**src/rtl/b64_pkg.sv**
```systemverilog
// rtl/b64_pkg.sv - shared types, constants and alphabet mapping for the Base64 stream encoder
package b64_pkg;

    typedef enum logic [1:0] {
        S_RUN   = 2'd0,
        S_FLUSH = 2'd1,
        S_PAD   = 2'd2
    } state_e;

    localparam logic [7:0] PAD_CHAR = 8'h3D;

    // Standard Base64 alphabet: A-Z, a-z, 0-9, '+', '/'
    function automatic logic [7:0] b64_char(input logic [5:0] idx);
        logic [7:0] i8;
        i8 = {2'b00, idx};
        if (idx < 6'd26) begin
            return 8'h41 + i8;
        end else if (idx < 6'd52) begin
            return 8'h61 + i8 - 8'd26;
        end else if (idx < 6'd62) begin
            return 8'h30 + i8 - 8'd52;
        end else if (idx == 6'd62) begin
            return 8'h2B;
        end else begin
            return 8'h2F;
        end
    endfunction

endpackage

```
**src/rtl/b64_stream_enc_if.sv**
```systemverilog
// rtl/b64_stream_enc_if.sv - symbol input and character output handshake bundle
interface b64_stream_enc_if #(
    parameter int IN_W = 7
);
    logic            in_valid;
    logic            in_ready;
    logic [IN_W-1:0] in_data;
    logic            in_last;
    logic            out_valid;
    logic            out_ready;
    logic [7:0]      out_data;
    logic            out_pad;
    logic            out_last;

    // Environment side: supplies symbols and accepts characters
    modport master (
        output in_valid, in_data, in_last, out_ready,
        input  in_ready, out_valid, out_data, out_pad, out_last
    );

    // Encoder side
    modport slave (
        input  in_valid, in_data, in_last, out_ready,
        output in_ready, out_valid, out_data, out_pad, out_last
    );
endinterface

```
**src/rtl/b64_alphabet.sv**
```systemverilog
// rtl/b64_alphabet.sv - combinational 6-bit index to Base64 ASCII character map
module b64_alphabet
    import b64_pkg::*;
(
    input  logic [5:0] idx_i,
    output logic [7:0] char_o
);
    assign char_o = b64_char(idx_i);
endmodule

```
**src/rtl/b64_stream_enc.sv**
```systemverilog
// rtl/b64_stream_enc.sv - streaming Base64 encoder with bit accumulator, flush and '=' padding
module b64_stream_enc
    import b64_pkg::*;
#(
    parameter int IN_W   = 7,
    parameter bit PAD_EN = 1'b1
) (
    input  logic             clk,
    input  logic             rst,
    b64_stream_enc_if.slave  bus
);
    localparam int AW = IN_W + 5;
    localparam int CW = $clog2(IN_W + 6);
    localparam logic [CW-1:0] SIX  = CW'(6);
    localparam logic [CW-1:0] STEP = CW'(IN_W);

    state_e         state_q, state_d;
    logic [AW-1:0]  acc_q, acc_d;
    logic [CW-1:0]  cnt_q, cnt_d;
    logic [1:0]     ccnt_q, ccnt_d;
    logic           last_q, last_d;

    logic           in_ready_q, in_ready_d;
    logic           out_valid_q, out_valid_d;
    logic [7:0]     out_data_q, out_data_d;
    logic           out_pad_q, out_pad_d;
    logic           out_last_q, out_last_d;

    logic           in_fire;
    logic           out_fire;
    logic           finish;
    logic [5:0]     alpha_idx;
    logic [7:0]     alpha_char;

    assign in_fire  = bus.in_valid && in_ready_q;
    assign out_fire = out_valid_q && bus.out_ready;

    // Next state of accumulator, counters and FSM; exit decisions use the updated counts
    always_comb begin
        state_d = state_q;
        acc_d   = acc_q;
        cnt_d   = cnt_q;
        ccnt_d  = ccnt_q;
        last_d  = last_q;
        finish  = 1'b0;
        case (state_q)
            S_RUN: begin
                if (in_fire) begin
                    acc_d  = (acc_q << IN_W) | AW'(bus.in_data);
                    cnt_d  = cnt_q + STEP;
                    last_d = bus.in_last;
                end else if (out_fire) begin
                    cnt_d  = cnt_q - SIX;
                    ccnt_d = ccnt_q + 2'd1;
                end
                if (last_d && (cnt_d < SIX)) begin
                    if (cnt_d != '0) begin
                        state_d = S_FLUSH;
                    end else if (PAD_EN && (ccnt_d != 2'd0)) begin
                        state_d = S_PAD;
                    end else begin
                        finish = 1'b1;
                    end
                end
            end
            S_FLUSH: begin
                if (out_fire) begin
                    ccnt_d = ccnt_q + 2'd1;
                    if (PAD_EN && (ccnt_d != 2'd0)) begin
                        state_d = S_PAD;
                    end else begin
                        finish = 1'b1;
                    end
                end
            end
            S_PAD: begin
                if (out_fire) begin
                    ccnt_d = ccnt_q + 2'd1;
                    if (ccnt_d == 2'd0) begin
                        finish = 1'b1;
                    end
                end
            end
            default: finish = 1'b1;
        endcase
        if (finish) begin
            state_d = S_RUN;
            acc_d   = '0;
            cnt_d   = '0;
            ccnt_d  = 2'd0;
            last_d  = 1'b0;
        end
    end

    // Output flags and alphabet index derived from next state, so the outputs can be registered
    always_comb begin
        in_ready_d  = (state_d == S_RUN) && (cnt_d < SIX) && !last_d;
        out_valid_d = 1'b0;
        out_pad_d   = 1'b0;
        out_last_d  = 1'b0;
        alpha_idx   = 6'd0;
        case (state_d)
            S_RUN: begin
                if (cnt_d >= SIX) begin
                    out_valid_d = 1'b1;
                    alpha_idx   = 6'(acc_d >> (cnt_d - SIX));
                    // Final only if nothing remains to flush and no pad follows
                    out_last_d  = last_d && (cnt_d == SIX) && !(PAD_EN && (ccnt_d != 2'd3));
                end
            end
            S_FLUSH: begin
                out_valid_d = 1'b1;
                alpha_idx   = 6'(acc_d << (SIX - cnt_d));
                out_last_d  = !(PAD_EN && (ccnt_d != 2'd3));
            end
            S_PAD: begin
                out_valid_d = 1'b1;
                out_pad_d   = 1'b1;
                out_last_d  = (ccnt_d == 2'd3);
            end
            default: begin
                out_valid_d = 1'b0;
            end
        endcase
    end

    b64_alphabet u_alphabet (
        .idx_i  (alpha_idx),
        .char_o (alpha_char)
    );

    // Character select: pad, alphabet lookup, or idle zero
    always_comb begin
        out_data_d = 8'h00;
        if (out_valid_d) begin
            out_data_d = out_pad_d ? PAD_CHAR : alpha_char;
        end
    end

    // State and registered outputs; synchronous active-high reset discards any partial message
    always_ff @(posedge clk) begin
        if (rst) begin
            state_q     <= S_RUN;
            acc_q       <= '0;
            cnt_q       <= '0;
            ccnt_q      <= 2'd0;
            last_q      <= 1'b0;
            in_ready_q  <= 1'b0;
            out_valid_q <= 1'b0;
            out_data_q  <= 8'h00;
            out_pad_q   <= 1'b0;
            out_last_q  <= 1'b0;
        end else begin
            state_q     <= state_d;
            acc_q       <= acc_d;
            cnt_q       <= cnt_d;
            ccnt_q      <= ccnt_d;
            last_q      <= last_d;
            in_ready_q  <= in_ready_d;
            out_valid_q <= out_valid_d;
            out_data_q  <= out_data_d;
            out_pad_q   <= out_pad_d;
            out_last_q  <= out_last_d;
        end
    end

    assign bus.in_ready  = in_ready_q;
    assign bus.out_valid = out_valid_q;
    assign bus.out_data  = out_data_q;
    assign bus.out_pad   = out_pad_q;
    assign bus.out_last  = out_last_q;

endmodule

```
**src/flat_wrapper.sv**
```systemverilog
// flat-port wrapper written by rule: the top's interface ports become plain ports
module b64_stream_enc_flat import b64_pkg::*;
#(
    parameter int IN_W   = 7,
    parameter bit PAD_EN = 1'b1
)
  (clk, rst, bus_in_valid, bus_in_data, bus_in_last, bus_out_ready, bus_in_ready, bus_out_valid, bus_out_data, bus_out_pad, bus_out_last);
  b64_stream_enc_if #(.IN_W(IN_W)) bus_i ();
  input  logic clk;
  input  logic rst;
  input wire logic [$bits(bus_i.in_valid)-1:0] bus_in_valid;
  input wire logic [$bits(bus_i.in_data)-1:0] bus_in_data;
  input wire logic [$bits(bus_i.in_last)-1:0] bus_in_last;
  input wire logic [$bits(bus_i.out_ready)-1:0] bus_out_ready;
  output wire logic [$bits(bus_i.in_ready)-1:0] bus_in_ready;
  output wire logic [$bits(bus_i.out_valid)-1:0] bus_out_valid;
  output wire logic [$bits(bus_i.out_data)-1:0] bus_out_data;
  output wire logic [$bits(bus_i.out_pad)-1:0] bus_out_pad;
  output wire logic [$bits(bus_i.out_last)-1:0] bus_out_last;
  assign bus_i.in_valid = bus_in_valid;
  assign bus_i.in_data = bus_in_data;
  assign bus_i.in_last = bus_in_last;
  assign bus_i.out_ready = bus_out_ready;
  assign bus_in_ready = bus_i.in_ready;
  assign bus_out_valid = bus_i.out_valid;
  assign bus_out_data = bus_i.out_data;
  assign bus_out_pad = bus_i.out_pad;
  assign bus_out_last = bus_i.out_last;
  b64_stream_enc #(.IN_W(IN_W), .PAD_EN(PAD_EN)) u_core (.clk(clk), .rst(rst), .bus(bus_i));
endmodule
```
**config.mk**
```make
export PLATFORM = sky130hd
export DESIGN_NAME = b64_stream_enc_flat
export DESIGN_NICKNAME = d
export VERILOG_FILES = /design/src/rtl/b64_pkg.sv /design/src/rtl/b64_stream_enc_if.sv /design/src/rtl/b64_alphabet.sv /design/src/rtl/b64_stream_enc.sv /design/src/flat_wrapper.sv
export SDC_FILE = /design/constraint.sdc
export NUM_CORES = 1
export LEC_CHECK = 0
export ABC_AREA = 1
export BUFFER_PORTS_ARGS = -buffer_cell sky130_fd_sc_hd__buf_2
export CAP_MARGIN = 15
export CORE_MARGIN = 5
export CORE_UTILIZATION = 40
export CTS_BUF_LIST = sky130_fd_sc_hd__clkbuf_2 sky130_fd_sc_hd__clkbuf_4 sky130_fd_sc_hd__clkbuf_8
export CTS_CLUSTER_DIAMETER = 40
export DETAILED_ROUTE_END_ITERATION = 10
export MAX_ROUTING_LAYER = met4
export SETUP_SLACK_MARGIN = 0.02
export SLEW_MARGIN = 20
export SYNTH_ARGS = -nofsm -noshare
export SYNTH_HDL_FRONTEND = slang
export SYNTH_SLANG_ARGS = --single-unit
```
**constraint.sdc**
```tcl
create_clock -name clk -period 7.55 [get_ports clk]
set_clock_uncertainty 0.05 [all_clocks]
set_input_delay 0.755 -clock clk [delete_from_list [all_inputs] [get_ports clk]]
set_output_delay 0.755 -clock clk [all_outputs]
set_load 0.05 [all_outputs]
```
After elaboration in Yosys (flattened, before gate mapping)
Index checks and enable logic that the tools add are counted.
Cells by class
  shift operators: 2
  bitwise logic cells: 2
  equality and inequality tests: 8
  add/sub/neg operators: 10
  magnitude comparators: 6
  muxes and demuxes: 44
  reductions and logical operators: 19
Operators by type and width (number)
  2-to-1 mux 12 bit: 3
  2-to-1 mux 8 bit: 3
  2-to-1 mux 2 bit: 10
  2-to-1 mux 4 bit: 5
  adder 7 x 6 -> 8 bit, first input constant: 2
  2-to-1 mux 1 bit: 14
  < comparator 6 bit, second input constant: 2
  2-to-1 mux 6 bit: 2
  OR 12 x 7 -> 12 bit: 1
  one-hot mux 6 bit (2 select lines): 1
  left shift 12 x 4 -> 6 bit: 1
  right shift 12 x 4 -> 6 bit: 1
  < comparator 4 x 3 -> 1 bit, second input constant: 2
  one-hot mux 2 bit (2 select lines): 2
  subtractor 4 x 3 -> 4 bit, second input constant: 2
  subtractor 7 x 6 -> 8 bit, second input constant: 1
  subtractor 8 x 5 -> 8 bit, second input constant: 1
  adder 6 x 6 -> 7 bit, first input constant: 1
  logical AND 1 bit: 7
  == test 2 bit, second input constant: 3
  == test 6 bit, second input constant: 1
  zero test 2 bit: 3
  < comparator 6 x 5 -> 1 bit, second input constant: 1
  one-hot mux 1 bit (3 select lines): 2
  15 further kinds: 20
Storage, ports and cells
  word-level logic and storage cells: 102
  input port bits: 12
  register bits after elaboration: 33
  output and inout bits: 12

Longest topological paths before layout
  depth after elaboration: 20
  mapped depth: 36
  mapped depth without buffers: 34

Cells and area by module
A second synthesis with hierarchy kept.
Second synthesis, totals
  cell total of the unflattened synthesis: 497
  area total of the unflattened synthesis: 3109.2 um^2
By module, submodules not included
  b64_stream_enc: cells each 416, area an instance 2711.4 um^2, times used 1
  b64_alphabet: cells each 81, area an instance 397.9 um^2, times used 1

Worst setup path before layout
No wires, ideal clock.
  path type: in2reg
  from: input bus_in_valid
  to: register u_core.out_data_q[2] (netlist: u_core.bus.out_data[2])
  buffers on the path: 2
  arrival time: 3858 ps
  path slack: 3524 ps
  cell stages on the path: 28
  path through: nand2_2 -> inv_2 -> nand2_1 -> nand3_1 -> nand3_2 -> nor2_1 -> nand2_4 -> buf_8 -> nand3_4 -> inv_4 -> ha_1 -> buf_1 -> inv_1 -> nand2_2 -> clkinv_1 -> nand2_1 -> nand3_1 -> nand2_1 -> nand2_1 -> nand2_1 -> inv_1 -> ha_1 -> nor2_8 -> inv_2 -> a21oi_1 -> nand2_1 -> nand2_1 -> a21oi_1
On the way
  word-level cells in the longest chain between the ends: 19
  elaborated cells on any way between the ends: 55
  classes of those cells: add/sub (7); order compare (5); eq/ne (3); shift (2); mux (30); bitwise (1); reduce/logical (7)
Ends and longest elaborated chain
  from (decl): RTL line flat_wrapper.sv:11  | input wire logic [$bits(bus_i.in_valid)-1:0] bus_in_valid;
  logical AND 1 bit (*): RTL line b64_stream_enc.sv:35  | assign in_fire = bus.in_valid && in_ready_q;
  parallel branches: the longest is 18 deep, another holds adder 6 x 6 -> 7 bit
  to (signal assigned): RTL line b64_stream_enc.sv:161  | out_data_q <= out_data_d;
  to (decl): RTL line b64_stream_enc.sv:25  | logic [7:0] out_data_q, out_data_d;
Every way passes the cells marked *. The select of a mux whose other input is x is not followed.
A chain may end at the register's enable or synchronous reset.

Final worst setup path
  from: register u_core.cnt_q[1]
  to: register u_core.out_data_q[3] (netlist: u_core.bus.out_data[3])
On the way
  elaborated cells on any way between the ends: 46
  classes of those cells: add/sub (9); order compare (5); eq/ne (2); shift (2); mux (22); bitwise (1); reduce/logical (5)
RTL lines
  from (decl): RTL line b64_stream_enc.sv:19  | logic [CW-1:0] cnt_q, cnt_d;
  from (signal assigned): RTL line b64_stream_enc.sv:156  | cnt_q <= cnt_d;
  subtractor 4 x 3 -> 4 bit: RTL line b64_stream_enc.sv:53  | cnt_d = cnt_q - SIX;
  2-to-1 mux 4 bit: RTL line b64_stream_enc.sv:52  | end else if (out_fire) begin
  2-to-1 mux 4 bit (*): RTL line b64_stream_enc.sv:48  | if (in_fire) begin
  2-to-1 mux 4 bit (*): RTL line b64_stream_enc.sv:46  | case (state_q)
  < comparator 4 x 3 -> 1 bit / nonzero test 4 bit (equally long branches): RTL line b64_stream_enc.sv:56, b64_stream_enc.sv:57
  logical AND 1 bit, or another cell as far along: RTL line b64_stream_enc.sv:56  | if (last_d && (cnt_d < SIX)) begin
  2-to-1 mux 1 bit / 2-to-1 mux 2 bit (equally long branches): RTL line b64_stream_enc.sv:56
  one-hot mux 1 bit (3 select lines) / one-hot mux 2 bit (2 select lines) (equally long branches): RTL line b64_stream_enc.sv:46
  [... 1 more ...]
  via u_core.state_d[1]: RTL line b64_stream_enc.sv:17  | state_e state_q, state_d;
  == test 2 x 1 -> 1 bit / zero test 2 bit (equally long branches): RTL line b64_stream_enc.sv:102  | case (state_d)
  one-hot mux 6 bit (2 select lines): RTL line b64_stream_enc.sv:102
  adder 6 x 6 -> 7 bit: RTL line b64_pkg.sv:21  | return 8'h30 + i8 - 8'd52;
  subtractor 7 x 6 -> 8 bit: RTL line b64_pkg.sv:21
  2-to-1 mux 8 bit: RTL line b64_pkg.sv:20  | end else if (idx < 6'd62) begin
  2-to-1 mux 8 bit: RTL line b64_pkg.sv:18  | end else if (idx < 6'd52) begin
  2-to-1 mux 8 bit: RTL line b64_pkg.sv:16  | if (idx < 6'd26) begin
  2-to-1 mux 6 bit: RTL line b64_stream_enc.sv:136  | out_data_d = out_pad_d ? PAD_CHAR : alpha_char;
The timed path passes the listed nets; every way through them passes the cells marked *. The select of a mux whose other input is x is not followed.

==> results.tsv <==
metric	value	unit
crit_type	reg2reg	
yosys_warnings	0	
synth_seq_cells	33	
slew_headroom	27.4	%
area_delta_synth_final	9.20	%
cts_resized	0	
dieWidth	98.4	µm
cpPeakStageDelay	0.36	ns
synth.area.top_cells	dfxtp_1 (21%), nand2_1 (15%), nand3_1 (10%), nor2_1 (7.3%), ha_1 (7.2%)	
vias	3174	
finalHoldViolations	0	
synth_commonest_cells	nand2_1 (125), nand3_1 (63), nor2_1 (61)	
cts_tree	built	
worstPathRequired	7.72	ns
gr-total-overflow	0	
hold_path.class	reg2reg	
cap_violations	0	
cts_buffers	5	
status	completed	
synth-edff-count	0	
crit_path_end_kind	flip-flop	
slew_violations	0	
grt_max_degree	25	
coreArea	7690	µm²
fmax	228	MHz
cts.path.max_buffers	2	
cts_hold_buf	0	
grt_pass1_wl	14000	µm
gp_congestion	0.975	
yosys.area.top_type	dfxtp_1	
hpwl	6520	µm
root_buffer	clkbuf_8	
crit_path_top_delay_cell	dfxtp_1	
drt_iter0_markers	217	
synth_top_area_share	21.1	%
vias_per_cell	5.12	
grt.total_usage	17.7	%
cp_data_arrival_time	4.56	ns
cts_sinks	33	
num_rows	32	
grt_setup_unrepaired	false	
routedWlPerCell	13.1	µm
antenna_found_initial	0	
dieArea	9690	µm²
ant_nets	0	
tightest_slew	1.08	ns
cts.clk_slew.worst_paths	0.07	ns
fin_crit_sh	58.2	%
mappedNetlistNets	529	
port_buffers	23	
synth_area	3130	µm²
num-fill-cells	874	
insertion_delay	0.29	ns
worst_path_most_repeated_cell	nand2_1	
drive_gt1_share	18.1	%
htreeDepth	2	
synth_seq_area_share	21.1	%
synthArstFlopShare	0	%
synth.most_common_cell	nand2_1	
setup_viol	0	
yosys_most_used_dff	dfxtp_1	
grt_pass1_vias	3045	
layout.nets	547	
first_pass_iters	5	
synth_cell_types	45	
synth_area_per_cell	6.27	µm²
die_y	98.4	µm
setup_tns	0	ns
cp-start-kind	flip-flop	
timing.final.crit_period	4.39	ns
post-route-drc-count	0	
syn_inst	499	
routed_wirelength	8130	µm
cts_setup_buffers	0	
cp_max_fo	21	
io_pins	24	
initial_utilization	40.7	%
num_antenna_cells	0	
worst max-delay path: cells and delay by family (launching register included):
kind	cells	cell delay (ns)
simple gates	14	1.86
compound gates	5	0.63
buf+inv	5	0.52
fa+ha+maj	3	0.85
flops	1	0.36
cell usage in the layout (no fill, tap or decap), drive strengths merged, types with 2 or more instances in the layout:
cell      n
inv      65
ha       18
xor2      4
clkbuf    7
o21ai    27
nor2     68
dfxtp    33
a21oi    18
nor3      6
buf      24
nand4    11
nand2   150
nand3    72
mux2      2
routing by layer:
layer / track usage (%) / part of all wire (%) / wire (µm) / vias to the layer above
met5: - / 0 / 0 / -
met4: 5.36 / 1.6 / 132 / 0
met3: 2.05 / 3.2 / 263 / 10
met2: 29.8 / 49 / 3970 / 56
met1: 22.1 / 46 / 3760 / 1471
li1: - / - / - / 1637
logic make-up after synthesis:
kind of cell	count (synthesis)	share of synthesized area (%)
XOR/XNOR	5	1.40
flip-flops	33	21.1
adder cells (fa/ha/maj)	18	7.20
AO/OA/AOI/OAI	50	9.80
multiplexers	2	0.720
AND/OR/NAND/NOR	312	49.1
buffers and inverters	79	10.6
state kept, by name, indices dropped and copies added, names as in the netlist:
register / count
u_core.cnt_q: 4
u_core.bus.out_pad: 1
u_core.bus.out_valid: 1
u_core.state_q: 2
u_core.acc_q: 12
u_core.bus.out_data: 8
u_core.bus.in_ready: 1
u_core.last_q: 1
u_core.ccnt_q: 2
u_core.bus.out_last: 1
metrics by stage:
step	util [%]	hold WS, ns	worst slack, ns	instance area, µm²	std cells
finish	44.4	0.575	3.16	3420	620
global placement	42.9	0.552	2.97	3300	612
detailed placement	42.9	0.558	2.93	3300	612
floorplan	-	0.511	3.52	3130	499
global route	44.4	0.641	2.72	3420	620
CTS	44.4	0.578	3.17	3420	620
layout make-up:
class | instances | area [µm²] | area share (%)
Clock buffer | 7 | 90.1 | 2.64
Clock inverter | 1 | 30.0 | 0.879
Inverter | 66 | 250 | 7.33
Multi-Input combinational cell | 387 | 2130 | 62.5
Sequential cell | 33 | 661 | 19.3
Tap cell | 102 | 128 | 3.74
Timing Repair Buffer | 24 | 123 | 3.59
worst paths after layout:
check / startpoint / to / slack [ns] / depth (start not counted)
min: u_core.acc_q[3] / u_core.acc_q[3] / 0.57 / 4
max reg2reg: u_core.cnt_q[1] / u_core.bus.out_data[3] / 3.16 / 27
min reg2reg: u_core.acc_q[3] / u_core.acc_q[3] / 0.57 / 4
max: u_core.cnt_q[1] / u_core.bus.out_data[3] / 3.16 / 27
Power is not shown: default switching activity piles up to over one toggle a cycle in this logic, so the estimate is an artifact.
